[config.mk]
export PLATFORM = sky130hd
export DESIGN_NAME = sig_cmn_upsizer_rv
export DESIGN_NICKNAME = d
export VERILOG_FILES = /design/src/rtl/sig_cmn_upsizer_rv.sv
export SDC_FILE = /design/constraint.sdc
export NUM_CORES = 1
export LEC_CHECK = 0
export BUFFER_PORTS_ARGS = -buffer_cell sky130_fd_sc_hd__buf_4
export CAP_MARGIN = 20
export CORE_ASPECT_RATIO = 1.4
export CORE_UTILIZATION = 51
export DETAILED_ROUTE_END_ITERATION = 7
export PLACE_DENSITY = 0.81
export SLEW_MARGIN = 0
export SYNTH_ARGS = -nofsm -noshare
export SYNTH_HDL_FRONTEND = slang
export SYNTH_SLANG_ARGS = --single-unit
[constraint.sdc]
create_clock -name clk -period 1.7 [get_ports clk]
set_input_delay 0.34 -clock clk [delete_from_list [all_inputs] [get_ports clk]]
set_output_delay 0.34 -clock clk [all_outputs]
set_load 0.01 [all_outputs]
[src/rtl/sig_cmn_upsizer_rv.sv]
// Ready/valid width upsizer: packs RATIO narrow beats (lane 0 first) into one wide word,
// closing a word early on last_in; unfilled lanes read as data 0 / keep 0.
module sig_cmn_upsizer_rv #(
  parameter int DWIDTH = 32,
  parameter int RATIO  = 4
) (
  input  logic                     clk,
  input  logic                     reset,
  input  logic                     valid_in,
  output logic                     ready_out,
  input  logic [DWIDTH-1:0]        data_in,
  input  logic                     last_in,
  output logic                     valid_out,
  input  logic                     ready_in,
  output logic [DWIDTH*RATIO-1:0]  data_out,
  output logic [RATIO-1:0]         keep_out,
  output logic                     last_out
);

  localparam int            CW      = (RATIO > 1) ? $clog2(RATIO) : 1;
  localparam int            OW      = DWIDTH * RATIO;
  localparam logic [CW-1:0] CNT_MAX = CW'(RATIO - 1);

  logic [CW-1:0]    cnt_q, cnt_d;
  logic [OW-1:0]    acc_data_q, acc_data_d;
  logic [RATIO-1:0] acc_keep_q, acc_keep_d;
  logic [OW-1:0]    out_data_q, out_data_d;
  logic [RATIO-1:0] out_keep_q, out_keep_d;
  logic             out_last_q, out_last_d;
  logic             out_vld_q, out_vld_d;

  logic [OW-1:0]    word_w;
  logic [RATIO-1:0] keep_w;
  logic             accept, complete;

  // The output register alone gates acceptance, so ready never sees valid_in/data_in.
  assign ready_out = !out_vld_q || ready_in;
  assign accept    = valid_in && ready_out;
  assign complete  = accept && ((cnt_q == CNT_MAX) || last_in);

  always_comb begin
    word_w     = acc_data_q;
    keep_w     = acc_keep_q;
    cnt_d      = cnt_q;
    acc_data_d = acc_data_q;
    acc_keep_d = acc_keep_q;
    out_data_d = out_data_q;
    out_keep_d = out_keep_q;
    out_last_d = out_last_q;
    out_vld_d  = out_vld_q;

    for (int k = 0; k < RATIO; k++) begin
      if (cnt_q == CW'(k)) begin
        word_w[k*DWIDTH +: DWIDTH] = data_in;
        keep_w[k]                  = 1'b1;
      end
    end

    if (complete) begin
      // A consume in the same cycle is covered: the new word simply replaces the old one.
      out_data_d = word_w;
      out_keep_d = keep_w;
      out_last_d = last_in;
      out_vld_d  = 1'b1;
      cnt_d      = '0;
      acc_data_d = '0;
      acc_keep_d = '0;
    end else begin
      if (accept) begin
        acc_data_d = word_w;
        acc_keep_d = keep_w;
        cnt_d      = cnt_q + CW'(1);
      end
      if (out_vld_q && ready_in) begin
        out_vld_d = 1'b0;
      end
    end
  end

  always_ff @(posedge clk) begin
    if (reset) begin
      cnt_q      <= '0;
      acc_data_q <= '0;
      acc_keep_q <= '0;
      out_data_q <= '0;
      out_keep_q <= '0;
      out_last_q <= 1'b0;
      out_vld_q  <= 1'b0;
    end else begin
      cnt_q      <= cnt_d;
      acc_data_q <= acc_data_d;
      acc_keep_q <= acc_keep_d;
      out_data_q <= out_data_d;
      out_keep_q <= out_keep_d;
      out_last_q <= out_last_d;
      out_vld_q  <= out_vld_d;
    end
  end

  assign valid_out = out_vld_q;
  assign data_out  = out_data_q;
  assign keep_out  = out_keep_q;
  assign last_out  = out_last_q;

endmodule
==> flow_summary.toml, run 1 <==
[status]
status = "completed"

[drt]
wl_per_cell_um = 19.9
drtIter0Drc = 980
drt-pass1-iter-count = 5
drcViolationCount = 0
dr_total_vias = 9883
via_per_inst = 6.25
drt_wl_total_um = 31400
postRouteAntennaNets = 0

[clock_tree]
cts_buffer_depth = 3
clockRootBuffer = "clkbuf_16"
tritoncts = "yes"
htreeDepth = 1
numCtsBuffers = 25
cts.sinks = 268
clkSlewWorstSetupHoldPaths_ns = 0.07
clkLatencyLatePin_ns = 0.53

[grt]
use_met2 = 0.415
antenna_found_initial = 0
grt_use_met1 = 0.371
grt_overflow = 0
grt_max_degree = 104
grt_pass1_vias = 9295
top_usage_layer = "met2"
grt_pass1_wl_um = 49800
grtUsageTotal = 0.269
use_met3 = 0.0384

[timing]
tightest_slew_ns = 0.472
setup_viol = 0
setup_total_negative_slack_ns = 0
post-route-period-util = 0.985
finalClockSkew_ns = 0.0114
max_freq_mhz = 597
rsz0062_at_grt = "yes"
min_period_ns = 1.67
slew-limit-headroom = 0.685
slew_viol_final = 0
hold_viol = 0

[layout]
num_antenna_cells = 0
num-fill-cells = 1702
drive_gt1_frac = 0.275
area_growth_pct = 22.7
nets = 1308

[synth]
synth_compound_area_frac = 0.281
ys_ff_latch = 268
synth_top_cell_by_area = "dfxtp_1"
synth-xor-area-share = 0
synth_seq_area_share = 0.472
synthAdderAreaFrac = 0.00441
netlist_top_cells_count = "dfxtp_1 (268), a31oi_1 (133), mux2i_1 (128)"
synthMuxAreaShare = 0.113
syn_inst = 1171
synth_edf_count = 0
synth_simple_gate_area_frac = 0.0684
synth.top_cell.area_share = 0.472
synth_nets = 1212
synth_most_common_cell = "dfxtp_1"
avgSynthCellArea_um2 = 9.70
async_flop_share = 0
syn_area_um2 = 11400
synth_top_family_by_area = "compound AO/OA/AOI/OAI gates"
ys_types = 25
ys.warnings.count = 0
ys.flop_type = "dfxtp_1"
yosys-top-cells-area = "dfxtp_1 (47%), mux2i_1 (11%), a211oi_2 (7.6%)"

[placed_design]
place_hpwl_um = 19000
port_buffers = 171
gp_congestion = 0.781

[setup_path]
critPathArrivalTime_ns = 2.10
startpoint = "cnt_q[1]"
r2r-end = "data_out[29]"
ff2ff_path_depth = 5
r2r_start = "cnt_q[1]"
critical_path_class = "reg2reg"
path_max_fanout = 61
crit_required_ns = 2.12
regToRegSetupSlack_ns = 0.03
start_kind = "flip-flop"
cp-endpoint = "data_out[29]"
end_kind = "flip-flop"

[power]
ir_worst_vdd_uv = 709
p_leak_nw = 4.99
total_power_mw = 14.8
power_density_nw_per_um2 = 1060

[floorplan]
dieArea_um2 = 22900
num_rows = 64
core_area_um2 = 21900
initial_utilization = 0.520
io_pins = 172
die_x_um = 128
die_h_um = 179

[run]
cap_violations = 0

[min_path]
hold_path.class = "in2reg"
[critical path, stage by stage, from the launching register on]
cell and delay (ns):
dfxtp_2 0.34, ha_2 0.20, or2_4 0.28, and3_4 0.25, buf_16 0.22, a211oi_1 0.26
[per-layer routing]
layer / vias to the layer above / part of all wire / routed length, um
li1: 4567 / - / -
met1: 4775 / 0.43 / 13400
met2: 459 / 0.46 / 14600
met3: 82 / 0.071 / 2240
met4: 0 / 0.039 / 1240
met5: - / 0 / 0
[cell families after synthesis]
logic type | count (synthesis)
AOI/OAI and AO/OA | 468
DFF | 268
buffers and inverters | 155
and+or+nand+nor | 148
muxes | 128
adders and majority gates | 4
[worst min-delay path by stage]
stage / from / to / slack (ns) / cells after the start
after floorplan: acc_data_q[100] / acc_data_q[100] / 0.43 / 1
after global placement: acc_data_q[110] / acc_data_q[110] / 0.44 / 1
after detailed placement: acc_data_q[112] / acc_data_q[112] / 0.44 / 1
after CTS: reset / data_out[92] / 0.08 / 2
after global routing: reset / data_out[95] / 0.08 / 2
final: reset / data_out[92] / 0.08 / 2
[repair_timing]
action                     in CTS  in global routing
resized for setup               4                 20
setup endpoints to repair      75                 73
gates cloned                    1                  0
buffers inserted                4                  1
hold buffers                    0                  0
[power by group]
group | switching [mW] | leakage [nW] | total (mW) | internal [mW]
clock | 2.39 | 0.446 | 6.01 | 3.63
combinational | 1.19 | 2.36 | 2.06 | 0.872
sequential | 0.175 | 2.19 | 6.74 | 6.56
total | 3.75 | 4.99 | 14.8 | 11.1
[registers in the layout, indices dropped and copies added (netlist names)]
register / flops
acc_keep_q: 4
valid_out: 1
data_out: 128
cnt_q: 2
keep_out: 4
acc_data_q: 128
last_out: 1
[metrics by stage]
step                cells  hold WS [ns]  instance area [um^2]  setup slack (ns)   util
floorplan            1171         0.429                 11400           -0.0727      -
global placement     1531         0.441                 12900           -0.0421  0.590
detailed placement   1531         0.443                 12900            -0.103  0.590
CTS                  1580        0.0804                 13800            0.0148  0.633
global route         1581        0.0798                 13900           -0.0293  0.638
finish               1581        0.0824                 13900            0.0253  0.638
[cell type report]
class                   instances  area (um^2)  area share
inverters                       6         30.0     0.00215
repair inverters                1         6.26    0.000449
multi-input cells             748         5400       0.387
clock buffers                  30          684      0.0491
well taps                     297          372      0.0267
flip-flops and latches        268         5370       0.385
clock inverters                14          201      0.0144
repair buffers                217         1880       0.135
[cell usage in the layout, fill, tap and decap left out, drive strengths merged]
master | netlist | layout
o21a | 1 | 1
dfxtp | 268 | 268
nor2b | 1 | 1
o31ai | 1 | 1
and3 | 1 | 1
nand3 | 99 | 99
buf | 40 | 217
ha | 4 | 4
bufinv | 0 | 5
a31oi | 133 | 133
and2 | 35 | 35
clkinv | 0 | 8
nor2 | 7 | 7
o21ai | 98 | 98
a21oi | 102 | 102
nand2 | 3 | 3
inv | 6 | 8
clkbuf | 109 | 30
o221a | 1 | 1
a31o | 1 | 1
a211oi | 131 | 131
mux2i | 128 | 128
or2 | 2 | 2
Power figures use the tool's default switching activity.
==> run 2, diff against run 1 <==
--- a/config.mk
+++ b/config.mk
@@ -11,6 +11,7 @@
 export CORE_UTILIZATION = 51
 export DETAILED_ROUTE_END_ITERATION = 7
 export PLACE_DENSITY = 0.81
+export REMOVE_ABC_BUFFERS = 1
 export SLEW_MARGIN = 0
 export SYNTH_ARGS = -nofsm -noshare
 export SYNTH_HDL_FRONTEND = slang
==> run 2 against run 1 <==
The flow now finishes with violations (setup timing); cell count grew 1.3%; critical path depth shrank 1; clock skew shrank 0.0027 ns; register-to-register slack is essentially flat; total power shrank 0.26%; critical endpoint is now ready_out.
==> flow_summary.toml, run 2 (same netlist as run 1, synthesis figures left out) <==
[placed_design]
place_ws_ns = -0.0120
place_hpwl_um = 19900
gp_congestion = 0.767
port_buffers = 171

[clock_tree]
cts.sinks = 268
clockRootBuffer = "clkbuf_16"
clkLatencyLatePin_ns = 0.52
cts_buffer_depth = 3
clkSlewWorstSetupHoldPaths_ns = 0.06
numCtsBuffers = 25
tritoncts = "yes"
htreeDepth = 1

[timing]
hold_viol = 0
slew_viol_final = 0
worst_hold_slack_ns = 0.120
max_freq_mhz = 577
slew-limit-headroom = 0.665
rsz0062_at_grt = "yes"
min_period_ns = 1.73
tightest_slew_ns = 0.503
finalClockSkew_ns = 0.00870
post-route-period-util = 1.02
setup_viol = 1
finalWorstSetupSlack_ns = -0.0339

[power]
ir_worst_vdd_uv = 720
total_power_mw = 14.8
power_density_nw_per_um2 = 1040
p_leak_nw = 5.16

[grt]
grt_overflow = 0
grt_max_degree = 71
grt_pass1_vias = 9536
grt_pass1_wl_um = 52700
antenna_found_initial = 0
grtUsageTotal = 0.289

[drt]
dr_total_vias = 10300
via_per_inst = 6.40
drtIter0Drc = 1075
drt_wl_total_um = 35100
drcViolationCount = 0
postRouteAntennaNets = 0
drt-pass1-iter-count = 6
wl_per_cell_um = 21.9

[floorplan]
io_pins = 172
dieArea_um2 = 22900
initial_utilization = 0.520
num_rows = 64
die_x_um = 128
core_area_um2 = 21900
die_h_um = 179

[run]
cap_violations = 0

[layout]
num_antenna_cells = 0
nets = 1328
area_growth_pct = 25.5
final_common_cell = "dfxtp_1"
num-fill-cells = 1686
final_cell_mix = "dfxtp_1 (265), buf_4 (205), a31oi_1 (132)"
drive_gt1_frac = 0.290

[setup_path]
regToRegSetupSlack_ns = 0.03
worst-path-buf-inv = 3
r2r_start = "cnt_q[0]"
ff2ff_path_depth = 5
critPathArrivalTime_ns = 1.39
cp_top_family = "flip-flops"
start_kind = "flip-flop"
startpoint = "valid_out"
critical_path_class = "reg2out"
crit_required_ns = 1.36
max_stage_delay_ns = 0.32
r2r-end = "data_out[83]"
crit_slowest_cell = "dfxtp_2"
path_max_fanout = 3
path_cells = "nor2b_4, inv_8, buf_16, buf_6"
end_kind = "output port"

[min_path]
holdPathEnd = "acc_data_q[56]"
hp-start = "data_in[24]"
holdPathStages = 3
hold_path.class = "in2reg"

[status]
failed_checks = "setup timing"
status = "complete, but fails checks"
-- run 2: power breakdown --
group	switching, mW	internal (mW)	leakage [nW]
Sequential	0.174	6.56	2.19
Combinational	1.27	0.929	2.55
Clock	2.39	3.44	0.423
Total	3.84	10.9	5.16
-- run 2: area by class of cell --
class	instances	area, um^2	area share
Sequential cell	268	5370	0.377
Tap cell	297	372	0.0261
Timing Repair Buffer	237	2190	0.154
Clock buffer	41	786	0.0551
Inverter	6	30.0	0.00211
Multi-Input combinational cell	749	5430	0.381
Clock inverter	4	70.1	0.00492
-- run 2: how the worst max path moves through the flow --
stage                   end  slack, ns  cells after the start
6_report          ready_out      -0.03                      4
5_1_grt           ready_out      -0.06                      4
4_1_cts           ready_out      -0.02                      4
3_5_place_dp   data_out[13]      -0.01                      5
3_3_place_gp   data_out[23]       0.08                      5
2_1_floorplan   keep_out[3]      -8.76                      4
-- run 2: repair_timing --
item                       CTS  global route
setup endpoints to repair   10           138
cloned                       3             6
pin swaps                    0             0
buffers inserted             4             0
hold buffers                 0             0
gates resized for setup      9            17
-- run 2: stage by stage --
step	setup TNS (ns)	instances	area, um^2	utilization
final	-0.0339	1602	14300	0.652
after global routing	-0.107	1602	14300	0.652
after CTS	-0.0233	1596	14100	0.643
after detailed placement	-0.0120	1544	13000	0.597
after global placement	0	1544	13000	0.597
after floorplan	-2066.90	1022	10700	-
-- run 2: worst min-delay path, cell delays in order --
cell	delay [ns]
buf_4	0.14
nand3_1	0.06
a21oi_1	0.05
-- run 2: layer usage --
metal	vias up	routed length, um	GRT usage
li1	4620	-	-
met1	5006	13900	0.378
met2	542	17200	0.476
met3	88	2550	0.0291
met4	0	1520	0.141
met5	-	0	0
